File: config.mk
export PLATFORM = sky130hd
export DESIGN_NAME = instr_fetch_stage
export DESIGN_NICKNAME = d
export VERILOG_FILES = /design/src/rtl/cpu_pkg.sv /design/src/rtl/fetch_skid_buf.sv /design/src/rtl/instr_fetch_stage.sv
export SDC_FILE = /design/constraint.sdc
export NUM_CORES = 1
export LEC_CHECK = 0
export CAP_MARGIN = 20
export CORE_MARGIN = 2
export CORE_UTILIZATION = 45
export DETAILED_ROUTE_END_ITERATION = 16
export GPL_TIMING_DRIVEN = 0
export MAX_ROUTING_LAYER = met4
export PLACE_DENSITY = 0.73
export SETUP_SLACK_MARGIN = 0.2
export SLEW_MARGIN = 30
export SYNTH_ARGS = -nofsm -noshare
export SYNTH_HDL_FRONTEND = slang
export SYNTH_SLANG_ARGS = --single-unit
File: constraint.sdc
create_clock -name clk -period 2.9 [get_ports clk]
set_input_delay 0.435 -clock clk [delete_from_list [all_inputs] [get_ports clk]]
set_output_delay 0.435 -clock clk [all_outputs]
set_load 0.02 [all_outputs]
File: src/rtl/cpu_pkg.sv
// Shared CPU definitions: opcode field layout, opcode constants, default reset PC
// and the fetch-stage FSM encoding.
package cpu_pkg;

    localparam int OPCODE_W   = 6;
    localparam int OPCODE_MSB = 31;

    localparam logic [OPCODE_W-1:0] OP_RTYPE = 6'b000000;
    localparam logic [OPCODE_W-1:0] OP_J     = 6'b000010;
    localparam logic [OPCODE_W-1:0] OP_BEQ   = 6'b000100;
    localparam logic [OPCODE_W-1:0] OP_ADDI  = 6'b001000;
    localparam logic [OPCODE_W-1:0] OP_LW    = 6'b100011;
    localparam logic [OPCODE_W-1:0] OP_SW    = 6'b101011;

    localparam logic [31:0] DEFAULT_RESET_PC = 32'h0000_0000;

    typedef enum logic [1:0] {
        ST_BOOT  = 2'd0,
        ST_RUN   = 2'd1,
        ST_STALL = 2'd2
    } fetch_state_e;

endpackage

File: src/rtl/fetch_skid_buf.sv
// One-entry {instr, pc} holding buffer that absorbs a memory response arriving
// while decode is stalled. Flush wins over load, load wins over unload.
module fetch_skid_buf #(
    parameter int ADDR_W  = 32,
    parameter int INSTR_W = 32
) (
    input  logic               clk,
    input  logic               rst_n,
    input  logic               flush_i,
    input  logic               load_i,
    input  logic               unload_i,
    input  logic [INSTR_W-1:0] instr_i,
    input  logic [ADDR_W-1:0]  pc_i,
    output logic               valid_o,
    output logic [INSTR_W-1:0] instr_o,
    output logic [ADDR_W-1:0]  pc_o
);

    logic               valid_q, valid_d;
    logic [INSTR_W-1:0] instr_q, instr_d;
    logic [ADDR_W-1:0]  pc_q, pc_d;

    always_comb begin
        valid_d = valid_q;
        instr_d = instr_q;
        pc_d    = pc_q;
        if (flush_i) begin
            valid_d = 1'b0;
        end else if (load_i) begin
            valid_d = 1'b1;
            instr_d = instr_i;
            pc_d    = pc_i;
        end else if (unload_i) begin
            valid_d = 1'b0;
        end
    end

    always_ff @(posedge clk or negedge rst_n) begin
        if (!rst_n) begin
            valid_q <= 1'b0;
            instr_q <= '0;
            pc_q    <= '0;
        end else begin
            valid_q <= valid_d;
            instr_q <= instr_d;
            pc_q    <= pc_d;
        end
    end

    assign valid_o = valid_q;
    assign instr_o = instr_q;
    assign pc_o    = pc_q;

endmodule

File: src/rtl/instr_fetch_stage.sv
// Instruction fetch stage: owns the PC, reads a 1-cycle-latency instruction memory and
// hands {instr, pc} to decode over valid/ready, with a skid buffer and redirect flush.
module instr_fetch_stage
    import cpu_pkg::*;
#(
    parameter int          ADDR_W   = 32,
    parameter int          INSTR_W  = 32,
    parameter logic [31:0] RESET_PC = DEFAULT_RESET_PC,
    parameter int          PC_STEP  = 4
) (
    input  logic                clk,
    input  logic                rst_n,
    output logic                imem_req,
    output logic [ADDR_W-1:0]   imem_addr,
    input  logic [INSTR_W-1:0]  imem_rdata,
    input  logic                redirect_vld,
    input  logic [ADDR_W-1:0]   redirect_pc,
    output logic                id_valid,
    input  logic                id_ready,
    output logic [INSTR_W-1:0]  id_instr,
    output logic [ADDR_W-1:0]   id_pc,
    output logic [ADDR_W-1:0]   id_pc_next,
    output logic [OPCODE_W-1:0] OpCode
);

    fetch_state_e       state_q, state_d;
    logic [ADDR_W-1:0]  pc_q, pc_d;
    logic               inflight_q, inflight_d;
    logic [ADDR_W-1:0]  inflight_pc_q, inflight_pc_d;
    logic               id_valid_q, id_valid_d;
    logic [INSTR_W-1:0] id_instr_q, id_instr_d;
    logic [ADDR_W-1:0]  id_pc_q, id_pc_d;

    logic               skid_valid;
    logic [INSTR_W-1:0] skid_instr;
    logic [ADDR_W-1:0]  skid_pc;
    logic               skid_load, skid_unload, skid_flush;

    logic               out_free;
    logic [1:0]         occ;
    logic               unused_redirect_lsb;

    assign unused_redirect_lsb = ^redirect_pc[1:0];

    // Occupancy after this cycle's transfer; at most one new request keeps output+skid <= 2.
    assign out_free = !id_valid_q || id_ready;
    assign occ      = 2'(id_valid_q) + 2'(skid_valid) + 2'(inflight_q)
                    - 2'(id_valid_q && id_ready);
    assign imem_req  = (state_q != ST_BOOT) && !redirect_vld && (occ <= 2'd1);
    assign imem_addr = pc_q;

    always_comb begin
        state_d = state_q;
        unique case (state_q)
            ST_BOOT:  state_d = ST_RUN;
            ST_RUN:   if (inflight_q && id_valid_q && !id_ready) state_d = ST_STALL;
            ST_STALL: if (id_ready) state_d = ST_RUN;
            default:  state_d = ST_BOOT;
        endcase
        if (redirect_vld) state_d = ST_RUN;
    end

    always_comb begin
        pc_d          = pc_q;
        inflight_d    = imem_req;
        inflight_pc_d = inflight_pc_q;
        id_valid_d    = id_valid_q;
        id_instr_d    = id_instr_q;
        id_pc_d       = id_pc_q;
        skid_load     = 1'b0;
        skid_unload   = 1'b0;
        skid_flush    = 1'b0;

        if (imem_req) begin
            pc_d          = pc_q + ADDR_W'(PC_STEP);
            inflight_pc_d = pc_q;
        end

        if (redirect_vld) begin
            pc_d       = {redirect_pc[ADDR_W-1:2], 2'b00};
            inflight_d = 1'b0;
            id_valid_d = 1'b0;
            skid_flush = 1'b1;
        end else if (out_free) begin
            // The skid word is older than any response, so it always drains first.
            if (skid_valid) begin
                id_valid_d  = 1'b1;
                id_instr_d  = skid_instr;
                id_pc_d     = skid_pc;
                skid_unload = 1'b1;
                skid_load   = inflight_q;
            end else if (inflight_q) begin
                id_valid_d = 1'b1;
                id_instr_d = imem_rdata;
                id_pc_d    = inflight_pc_q;
            end else begin
                id_valid_d = 1'b0;
            end
        end else if (inflight_q) begin
            skid_load = 1'b1;
        end
    end

    always_ff @(posedge clk or negedge rst_n) begin
        if (!rst_n) begin
            state_q       <= ST_BOOT;
            pc_q          <= ADDR_W'(RESET_PC);
            inflight_q    <= 1'b0;
            inflight_pc_q <= '0;
            id_valid_q    <= 1'b0;
            id_instr_q    <= '0;
            id_pc_q       <= '0;
        end else begin
            state_q       <= state_d;
            pc_q          <= pc_d;
            inflight_q    <= inflight_d;
            inflight_pc_q <= inflight_pc_d;
            id_valid_q    <= id_valid_d;
            id_instr_q    <= id_instr_d;
            id_pc_q       <= id_pc_d;
        end
    end

    fetch_skid_buf #(
        .ADDR_W  (ADDR_W),
        .INSTR_W (INSTR_W)
    ) u_skid (
        .clk      (clk),
        .rst_n    (rst_n),
        .flush_i  (skid_flush),
        .load_i   (skid_load),
        .unload_i (skid_unload),
        .instr_i  (imem_rdata),
        .pc_i     (inflight_pc_q),
        .valid_o  (skid_valid),
        .instr_o  (skid_instr),
        .pc_o     (skid_pc)
    );

    assign id_valid   = id_valid_q;
    assign id_instr   = id_instr_q;
    assign id_pc      = id_pc_q;
    assign id_pc_next = id_pc_q + ADDR_W'(PC_STEP);
    assign OpCode     = id_instr_q[INSTR_W-1 -: OPCODE_W];

endmodule

### Word-level counts from Yosys, hierarchy flattened

Index checks and enable logic that the tools add are counted.

| cells by class | value |
|---|---|
| add/sub/neg operators | 5 |
| magnitude comparators | 1 |
| equality and inequality tests | 4 |
| mux-type cells | 25 |
| bitwise logic cells | 2 |
| reduce and logical (&&, ||, !) cells | 18 |

Operators with widths:

| kind | number |
|---|---|
| two-way mux 32 bit | 6 |
| adder 32 x 3 -> 32 bit, second input constant | 2 |
| two-way mux 1 bit | 15 |
| nonzero test 2 bit | 4 |
| two-way mux 2 bit | 3 |
| != test 3 bit, second input constant | 2 |
| one-hot mux 2 bit (3 select lines) | 1 |
| logical AND 1 bit | 5 |
| AND reduction 2 bit | 2 |
| logical NOT 1 bit | 3 |
| AND reduction 3 bit | 1 |
| nonzero test 3 bit | 1 |
| adder 1 x 1 -> 2 bit | 1 |
| adder 2 x 1 -> 2 bit | 1 |
| == test 2 x 1 -> 1 bit, second input constant | 1 |
| == test 2 bit, second input constant | 1 |
| <= comparator 2 x 1 -> 1 bit, second input constant | 1 |
| logical NOT 2 bit | 1 |
| NOT 1 bit | 2 |
| subtractor 2 x 1 -> 2 bit | 1 |
| logical OR 1 bit | 1 |

| storage, ports and cells | value |
|---|---|
| flip-flop bits (word level) | 197 |
| input bits | 68 |
| logic and storage cells | 65 |

### Depth between registers and ports, before layout

Gate-level depths: netlist of run 1.

| logic depth | value |
|---|---|
| word-level depth | 7 |
| depth in mapped cells | 12 |
| mapped depth without buffers | 10 |

### Modules after synthesis

A second synthesis of run 1 with hierarchy kept.

| second synthesis, totals | value |
|---|---|
| cells, all modules | 858 |
| area total of the unflattened synthesis | 9,315.2 um2 |

By module, submodules not included:

| module | instances | cells an instance | area each (um2) | sequential area each (um2) |
|---|---|---|---|---|
| instr_fetch_stage | 1 | 718 | 6,573.8 | 3,203.1 |
| fetch_skid_buf | 1 | 140 | 2,741.4 | 1,626.6 |

### Worst setup path before layout of run 1

No wires, ideal clock.

| path | value |
|---|---|
| path kind | reg2out |
| from | register id_valid_q (netlist: id_valid) |
| to | output port imem_req |
| data arrival time | 2,234 ps |
| required time | 2,465 ps |
| path slack | 231 ps |
| stages on the path, launching flop included | 10 |
| path buffers | 1 |
| cells stage by stage | dfrtp_1 -> and2_1 -> ha_1 -> inv_1 -> ha_1 -> a21oi_4 -> xor2_4 -> nand2_2 -> inv_2 -> buf_2 |

| on the way | value |
|---|---|
| cells in the longest elaborated chain, start to end | 5 |
| elaborated cells on any way between the ends | 6 |
| those cells by class | add/sub: 3; order compare: 1; reduce/logical: 2 |

RTL lines:

| item | line | source |
|---|---|---|
| from (decl) | instr_fetch_stage.sv:30 | `logic id_valid_q, id_valid_d;` |
| from (signal assigned) | instr_fetch_stage.sv:118 | `id_valid_q <= id_valid_d;` |
| adder 1 x 1 -> 2 bit | instr_fetch_stage.sv:47 | `assign occ = 2'(id_valid_q) + 2'(skid_valid) + 2'(inflight_q)` |
| adder 2 x 1 -> 2 bit | instr_fetch_stage.sv:47 |  |
| subtractor 2 x 1 -> 2 bit (*) | instr_fetch_stage.sv:48 | `- 2'(id_valid_q && id_ready);` |
| <= comparator 2 x 1 -> 1 bit (*) | instr_fetch_stage.sv:49 | `assign imem_req = (state_q != ST_BOOT) && !redirect_vld && (occ <= 2'd1);` |
| logical AND 1 bit (*) | instr_fetch_stage.sv:49 |  |
| to (decl) | instr_fetch_stage.sv:13 | `output logic imem_req,` |

Mark *: on every way between the ends. The rest lies on a longest branch, timed or not.

### Final worst setup path of run 1

Ends and elaborated chain as after synthesis.

==> metrics.yaml, run 1 <==
grt:
  grt_use_met1_pct: 30.24
  grt_pass1_wl_um: 36590
  grt_max_degree: 76
  use_met2_pct: 33.93
  grt.busiest_layer: "met2"
  antenna_found_initial: 0
  grt_usage_pct: 22.20
  use_met3_pct: 3.711
  grt_overflow: 0
  grt_pass1_vias: 6992
final_layout:
  nets: 1162
  num_antenna_cells: 0
  syn2layout_area_growth_pct: 33.74
  instances_no_fill: 1367
  final_layout_size_suffix_gt1_share_pct: 15.88
floorplanning:
  core-area_um2: 19460
  pin_count: 204
  fp.dieH_um: 144.9
  start_util_pct: 45.90
  rows: 51
  die_w_um: 144.9
  dieArea_um2: 21000
cts:
  worstSkewPairLatency_ns: 0.43
  clock_sinks: 189
  clk_pin_slew_ns: 0.07
  cts_inserted_buffers: 17
  cts_tree: "built"
  cts-root-buf: "clkbuf_16"
  cts_buffer_depth: 2
  htree_num_levels: 4
placed_design:
  dp_hpwl_um: 16350
  io_buffers: 194
  pre_cts_ws_ns: -1.078
  dp.cells: 1321
  place.gp.congestion: 0.8857
yosys:
  ys_ff_latch: 189
  netlist_area_um2: 8934
  synthSimpleGateAreaFrac_pct: 15.69
  synth-seq-area-share_pct: 52.94
  yosysTopAreaCell: "dfrtp_1"
  async_flop_share_pct: 100.0
  yosys_warnings: 0
  synth.area.mux_share_pct: 15.00
  synth_edf_count: 0
  synthCells: 855
  synth_compound_area_share_pct: 8.768
  yosysMostFrequentCell: "dfrtp_1"
  synth.top_cells.by_count: "dfrtp_1 (189), nand2_1 (147), nor2_1 (79)"
  synth_area_leaders: "dfrtp_1 (53%), mux2i_1 (7.1%), mux2_2 (6.4%), nand2_1 (6.2%), a21oi_1 (3.6%)"
  avgSynthCellArea_um2: 10.45
  synth_cell_type_count: 47
  ys.flop_type: "dfrtp_1"
  yosys.area_share.adder_pct: 0.5602
  synth_xor_area_share_pct: 3.249
  netlist.area_leader.share_pct: 52.94
  synth_top_family_by_area: "simple AND/OR/NAND/NOR gates"
sta:
  max-slew-margin-rel_pct: 38.24
  finalCritPeriodShare_pct: 93.98
  hold_viol_final: 0
  timing.fmax_mhz: 366.9
  finalSetupTns_ns: 0
  worst_slack_ns: 0.1745
  finalClockSkew_ns: 0.01100
  rsz0062_at_grt: "true"
  slew_viol_final: 0
  fin_crit_ns: 2.726
  setup_viol: 0
  worst_pin_slew_ns: 0.9223
detailed_routing:
  drt_first_pass_iters: 4
  remaining_drc_errors: 0
  finalWirelength_um: 22600
  post_drt_wl_per_cell_um: 16.54
  vias: 7289
  avgViaCountPerCell: 5.332
  drt_iter0_drc: 419
  antenna_left: 0
setup_path:
  crit_type: "flip-flop to output port"
  critPathCaptureType: "output port"
  cp-start-kind: "flip-flop"
  arrival_ns: 2.29
  crit_end: "imem_req"
  cp_data_required_time_ns: 2.47
  slowest_stage: "dfrtp_2"
  critPathMaxFanout: 7
  timing.reg2reg.worst_path_depth: 11
  cpPeakStageDelay_ns: 0.41
  worst_path_most_repeated_cell: "ha_4"
  cp-startpoint: "id_valid$_DFFE_PN0P_"
  r2r_end: "imem_addr[29]$_DFFE_PN0P_"
  rrSetupSlack_ns: 0.31
  reg2reg_from: "id_valid$_DFFE_PN0P_"
  worstPathCellList: "and2_4, ha_4, inv_2, ha_4, a21oi_4, xor2_4, nand2_4, inv_4, buf_8, buf_6"
power:
  ir_drop_mv: 0.4640
  leakage_nw: 5.008
  powerDensity_nw_per_um2: 835.9
hold_path:
  min_path_type: "primary input to flip-flop"
run:
  max_cap_violations: 0
outcome:
  status: "completed"
## cell families (layout without fill, tap and decap cells)
group           after synthesis  after routing
fa+ha+maj                     4              4
xor+xnor                     31             31
simple gates                312            312
other cells                   1              6
mux                         126            126
buf+inv                      70            312
compound gates              122            122
flops                       189            189
## worst min path at each step
stage,from,endpoint,slack (ns),cells after the start
after floorplan,rst_n,id_instr[0]$_DFFE_PN0P_,0.14,0
after global placement,u_skid.pc_o[22]$_DFFE_PN0P_,u_skid.pc_o[22]$_DFFE_PN0P_,0.47,1
after detailed placement,rst_n,imem_addr[5]$_DFFE_PN0P_,0.34,1
after CTS,id_ready,state_q[1]$_DFFE_PN0P_,0.40,2
after global routing,id_ready,state_q[1]$_DFFE_PN0P_,0.42,2
final,id_ready,state_q[1]$_DFFE_PN0P_,0.44,2
## timing repair
| item | in CTS | in global routing |
|---|---|---|
| resized for setup | 71 | 27 |
| buffers inserted | 10 | 4 |
| endpoints found under the setup margin | 68 | 54 |
| pin swaps | 2 | 3 |
| hold buffers | 1 | 0 |
| endpoints found under the hold margin | 40 | 0 |
## critical path, delay by kind of cell, from the launching register on
kind,cells,cell delay [ns]
buf+inv,4,0.35
xor+xnor,1,0.20
flops,1,0.41
fa+ha+maj,2,0.46
simple gates,2,0.26
compound gates,1,0.18
## where the power goes
group | internal [mW] | total [mW] | switching [mW]
Sequential | 3.51 | 4.23 | 0.728
Combinational | 1.81 | 3.64 | 1.83
Clock | 1.14 | 2.12 | 0.973
Total | 6.46 | 9.99 | 3.53
## through the flow
step	hold slack (ns)	total power, mW	cell area [um^2]	util [%]
2_1_floorplan	0.1394	6.142	8952	-
3_3_place_gp	0.4728	7.809	11230	57.68
3_5_place_dp	0.3368	7.919	11290	58.01
4_1_cts	0.3976	10.04	11910	61.21
5_1_grt	0.4208	10.53	11950	61.39
6_report	0.4386	9.987	11950	61.39
## flip-flops by register name, indices dropped and copies added, names as in the netlist
register and flops:
id_instr 32, u_skid.instr_o 32, id_pc 30, u_skid.valid_o 1
state_q 2, inflight_pc_q 30, imem_addr 30, u_skid.pc_o 30
id_valid 1, inflight_q 1
## per-layer routing
layer	wire length (um)	share of wire, %	up-vias
li1	-	-	3466
met2	10570	47	302
met1	10230	45	3486
met5	0	0	-
met3	1456	6.4	35
met4	349	1.5	0
## final cells by class
cell class                 count  area (um^2)
buffer                        59        317.8
clock buffer                  23        467.9
clock inverter                 8        60.06
fill                        1629         7515
inverter                      11        43.79
multi-input combinational    601         3935
sequential                   189         4735
tap                          265        331.6
timing repair buffer         211         2057
## cell usage in the layout (no fill, tap or decap), types with 21 or more instances in the layout
cell type | Yosys | layout
mux2_2 | 51 | 51
clkbuf_1 | 20 | 21
nand2_1 | 147 | 147
dfrtp_1 | 189 | 185
clkdlybuf4s50_1 | 0 | 170
a21oi_1 | 64 | 64
buf_4 | 12 | 28
nor2_1 | 79 | 78
buf_2 | 22 | 27
xnor2_1 | 26 | 26
nand3_1 | 35 | 34
mux2i_1 | 63 | 63
Power figures use the tool's default switching activity.
==> inputs of run 2 (changes only) <==
- CTS_CLUSTER_DIAMETER: not set -> 200
==> results of run 2 <==
The final DEF is identical to that of run 1; final timing and power are the same.
==> RTL edit 1, RTL diff (config.mk and constraints of run 1) <==
`INSTR_W` is set to 32 in 2 places; all go to 16.
--- a/src/rtl/fetch_skid_buf.sv
+++ b/src/rtl/fetch_skid_buf.sv
@@ -3,5 +3,5 @@
 module fetch_skid_buf #(
     parameter int ADDR_W  = 32,
-    parameter int INSTR_W = 32
+    parameter int INSTR_W = 16
 ) (
     input  logic               clk,
--- a/src/rtl/instr_fetch_stage.sv
+++ b/src/rtl/instr_fetch_stage.sv
@@ -5,5 +5,5 @@
 #(
     parameter int          ADDR_W   = 32,
-    parameter int          INSTR_W  = 32,
+    parameter int          INSTR_W  = 16,
     parameter logic [31:0] RESET_PC = DEFAULT_RESET_PC,
     parameter int          PC_STEP  = 4
Interface: changed (resized id_instr and imem_rdata); port bits go from 204 to 172. The function was not compared with the original's and may differ.
==> RTL edit 1 against run 1 <==
  * The run now ends with hold timing left
  * Final area shrank 13%
  * Via count shrank 21%
  * Power shrank 11%
  * Sequential cell count shrank 32
  * Worst hold slack lost 450 ps
  * Wire length shrank 19%
  * Critical path depth shrank 1
  * Clock power grew 6%
  * Synthesized area shrank 15%
  * Worst setup slack lost 13 ps
  * Largest power group unchanged
==> RTL edit 1: results (changes against run 1) <==
outcome=complete, but fails checks (was finished, final reports clean); violated checks=hold timing; maximum VDD drop=0.000491 V (was 0.000464 V); Synth Instances=671 (was 855); GP Congestion=0.847 (was 0.886); NetSw=3.02 mW (was 3.53 mW); main area contributors after synthesis=dfrtp_1 52%, mux2_1 10%, mux2i_1 6.4% (was dfrtp_1 53%, mux2i_1 7.1%, mux2_2 6.4%); Layout Cells excl Fill=1115 (was 1367); nets@finish=941 (was 1162); Detailed Route WL=18300 um (was 22600 um); most instantiated cells after synthesis=157 x dfrtp_1, 68 x mux2_1, 58 x nor2_1 (was 189 x dfrtp_1, 147 x nand2_1, 79 x nor2_1); Min-Delay Path Class=in -> async (was in -> reg); gr usage total=21.8% (was 22.2%); Post-DP HPWL=13000 um (was 16300 um); sequential share of the synthesized area=52.0% (was 52.9%); largest net degree at the start of global routing=84 (was 76); Critical Path AT=around 2300 ps; global-route wire length before repair=29600 um (was 36600 um); CTS clock-pin slew for the worst setup and hold paths=~60 ps; actual slew at the worst max-slew pin=806 ps (was 922 ps); Port Buffers=163 (was 194); final hold viol count=3 (was 0); share of post-route cells with drive strength above 1=17.4% (was 15.9%); DR pass1 iterations=4 (unchanged); DR vias/cell=5.18 (was 5.33); pre-CTS setup slack=-1110 ps (was -1080 ps); Synth cell types=44 (was 47); Worst Hold Margin=-8.59 ps (was 439 ps); CP max FO=2 (was 7); vias in the first global route=5673 (was 6992); dpl cell area=9520 um^2 (was 11300 um^2); Root Buffer=clkbuf_16 (unchanged); Skew-Pair Late Insertion Delay=roughly 420 ps; DRT iter0 DRCs=234 (was 419); H-tree Lvls=4 (unchanged); Leak Pwr=4.33 nW (was 5.01 nW); Layout Skew=6.13 ps (was 11.0 ps)
[RTL edit 1: kinds of logic (layout without fill, tap and decap cells)]
kind of cell	count (synthesis)	after routing	share of synthesized area, %
simple gates	187	187	13.0
flops	157	157	52.0
mux	129	129	18.4
compound gates	82	82	5.68
xor+xnor	56	56	6.50
buf+inv	55	274	3.60
fa+ha+maj	4	4	0.663
other cells	1	6	0.0497
[RTL edit 1: final cells by class]
cell class	count	area [um^2]
Fill cell	1296	6040
Multi-Input combinational cell	464	3520
Clock inverter	7	113
Buffer	47	267
Timing Repair Buffer	190	1800
Tap cell	220	275
Clock buffer	22	484
Sequential cell	157	3940
Inverter	8	30.0
[RTL edit 1: worst max-delay path, delay by kind of cell, from the launching register on]
kind            cells  cell delay (ps)
compound gates      1              160
fa+ha+maj           2              460
buf+inv             3              310
flops               1              400
mux                 1              300
simple gates        2              230
[RTL edit 1: routing by layer]
metal,GRT usage (%),vias up,share of wire [%]
li1,-,2774,-
met1,29.5,2811,47
met2,33.4,163,47
met3,3.77,25,4.0
met4,7.74,0,1.7
met5,-,-,0
[RTL edit 1: per-stage QoR]
stage | hold slack, ps | power, mW | util [%]
2_1_floorplan | 139 | 5.05 | -
3_3_place_gp | 473 | 6.47 | 57.5
3_5_place_dp | 464 | 6.55 | 57.8
4_1_cts | 19.5 | 8.90 | 62.7
5_1_grt | 37.2 | 9.41 | 63.3
6_report | -8.59 | 8.94 | 63.3
[RTL edit 1: what timing repair did]
action                                  in CTS  in global routing
gates resized for setup                     86                 41
pin swaps                                    5                 11
endpoints found under the setup margin      71                 36
setup buffers                               19                  6
[RTL edit 1: power by group through the flow]
stage / Sequential [mW] / Combinational, mW / Clock, mW
CTS: 3.45 / 3.17 / 2.28
floorplan: 3.68 / 1.37 / 0
global placement: 3.48 / 2.99 / 0
finish: 3.47 / 3.22 / 2.25
detailed placement: 3.51 / 3.04 / 0
global route: 3.57 / 3.45 / 2.39
[RTL edit 1: worst paths after layout]
path                           startpoint  slack (ps)        endpoint  cells past startpoint
setup reg to reg                 id_valid         360   imem_addr[23]                     12
hold / removal                      rst_n          -9     id_instr[2]                      1
setup / recovery                 id_valid         160        imem_req                      9
hold reg to reg            u_skid.pc_o[3]         490  u_skid.pc_o[3]                      1
min in group clk                 id_ready         380      state_q[1]                      2
max in group asynchronous           rst_n        2100        id_pc[7]                      2
==> RTL edit 2, RTL diff (config.mk and constraints of run 1) <==
Without the edit above. Reset style: synchronous (`rst_n`), changed in 2 clocked blocks.
--- a/src/rtl/fetch_skid_buf.sv
+++ b/src/rtl/fetch_skid_buf.sv
@@ -36,5 +36,5 @@
     end
 
-    always_ff @(posedge clk or negedge rst_n) begin
+    always_ff @(posedge clk) begin
         if (!rst_n) begin
             valid_q <= 1'b0;
--- a/src/rtl/instr_fetch_stage.sv
+++ b/src/rtl/instr_fetch_stage.sv
@@ -102,5 +102,5 @@
     end
 
-    always_ff @(posedge clk or negedge rst_n) begin
+    always_ff @(posedge clk) begin
         if (!rst_n) begin
             state_q       <= ST_BOOT;
Behaviour: differs if rst_n is asserted again (counterexample within 4 cycles, from zero or initial values and one cycle with rst_n low); with rst_n held inactive, the same outputs for 4 cycles.
==> RTL edit 2 against run 1 <==
  * Register-to-register slack worse by 60 ps
  * Sequential cell count unchanged
  * Worst setup slack worse by 64 ps
  * Synthesized area fell by 6.0%
  * Cell count rose by 8.7%
  * Final area shrank 4.5%
  * Wire length grew 5.7%
  * Via count grew 8.8%
  * Synthesized cell count rose by 19%
  * Die area is 5.8% lower
  * Largest cell class is now multi-input combinational cells
Power is not compared: it rests on default switching activity, and its combinational part moved more than twofold at a synthesized area within 25%.
==> RTL edit 2: results (changes against run 1) <==
outcome=finished, final reports clean (unchanged); gr usage total=24.6% (was 22.2%); wire length on met2=11000 um (was 10600 um); met1 Usage GRT=32.1% (was 30.2%); ys flop type=dfxtp_1 (was dfrtp_1); M1 WL=11100 um (was 10200 um); met3 usage=4.82% (was 3.71%); nets@finish=1316 (was 1162); pre-CTS setup slack=-1050 ps (was -1080 ps); xor and xnor area share after synthesis=4.90% (was 3.25%); wire length on met3=1340 um (was 1460 um); actual slew at the worst max-slew pin=805 ps (was 922 ps); FFs w/ async S/R, synth=0% (was 100%); Post-Synth Adder-Cell Area=0.596% (was 0.560%); Avg Inst Size Synth=8.25 um^2 (was 10.4 um^2); CP max FO=10 (was 7); slowest library cell on the worst path=mux2_4 (was dfrtp_2); vias in the first global route=7468 (was 6992); GP Congestion=0.907 (was 0.886); post-placement cell count=1447 (was 1321); DR vias/cell=5.34 (was 5.33); most instantiated cells after synthesis=220 x nand2_1, 189 x dfxtp_1, 114 x a21oi_1 (was 189 x dfrtp_1, 147 x nand2_1, 79 x nor2_1); compound-gate portion of the synthesized area=16.5% (was 8.77%); main area contributors after synthesis=dfxtp_1 45%, nand2_1 9.8%, mux2i_1 7.6% (was dfrtp_1 53%, mux2i_1 7.1%, mux2_2 6.4%); Synth cell types=50 (was 47)
==> RTL edit 2: cell types whose count changed after synthesis, sizes merged, moves of 7 or more <==
cell,delta
xor2,+12
dfxtp,+189
buf,-18
nand3,-13
clkbuf,+46
nand2,+72
mux2,-61
o211ai,-7
a2bb2oi,+9
dfrtp,-189
a21oi,+49
o311ai,-28
o22ai,+8
a211oi,+62
==> RTL edit 2: timing repair <==
action                                  in CTS  in global routing
pin swaps                                    4                  1
endpoints found under the setup margin      80                 87
hold endpoints to repair                     0                  0
resized for setup                           82                 43
setup buffers                                6                  2
==> RTL edit 2: power by group <==
part | total [mW] | internal [mW] | switching, mW | leakage, nW
combinational | 0.658 | 0.314 | 0.344 | 1.96
clock | 2.41 | 1.40 | 1.01 | 0.299
sequential | 2.77 | 2.66 | 0.102 | 1.54
==> RTL edit 2: kinds of logic (layout without fill, tap and decap cells) <==
family / Yosys count / after routing
simple gates: 385 / 385
compound gates: 226 / 226
flops: 189 / 189
buf+inv: 101 / 334
mux: 66 / 66
xor+xnor: 47 / 47
fa+ha+maj: 4 / 4
other cells: 1 / 6
==> RTL edit 2: area by class of cell <==
class                           count  area (um^2)
Buffer                             86          402
Clock buffer                       19          453
Clock inverter                     13          164
Fill cell                        1610         6730
Inverter                           14         57.6
Multi-Input combinational cell    734         4280
Sequential cell                   189         3820
Tap cell                          229          287
Timing Repair Buffer              202         1950
==> RTL edit 2: path summary, 6_finish.rpt <==
| check | from | end | slack [ps] | cells past startpoint |
|---|---|---|---|---|
| max | id_valid | imem_req | 110 | 10 |
| min | id_ready | state_q[1] | 270 | 2 |
| max reg2reg | id_valid | id_pc[30] | 250 | 7 |
| min reg2reg | u_skid.pc_o[22] | u_skid.pc_o[22] | 450 | 2 |
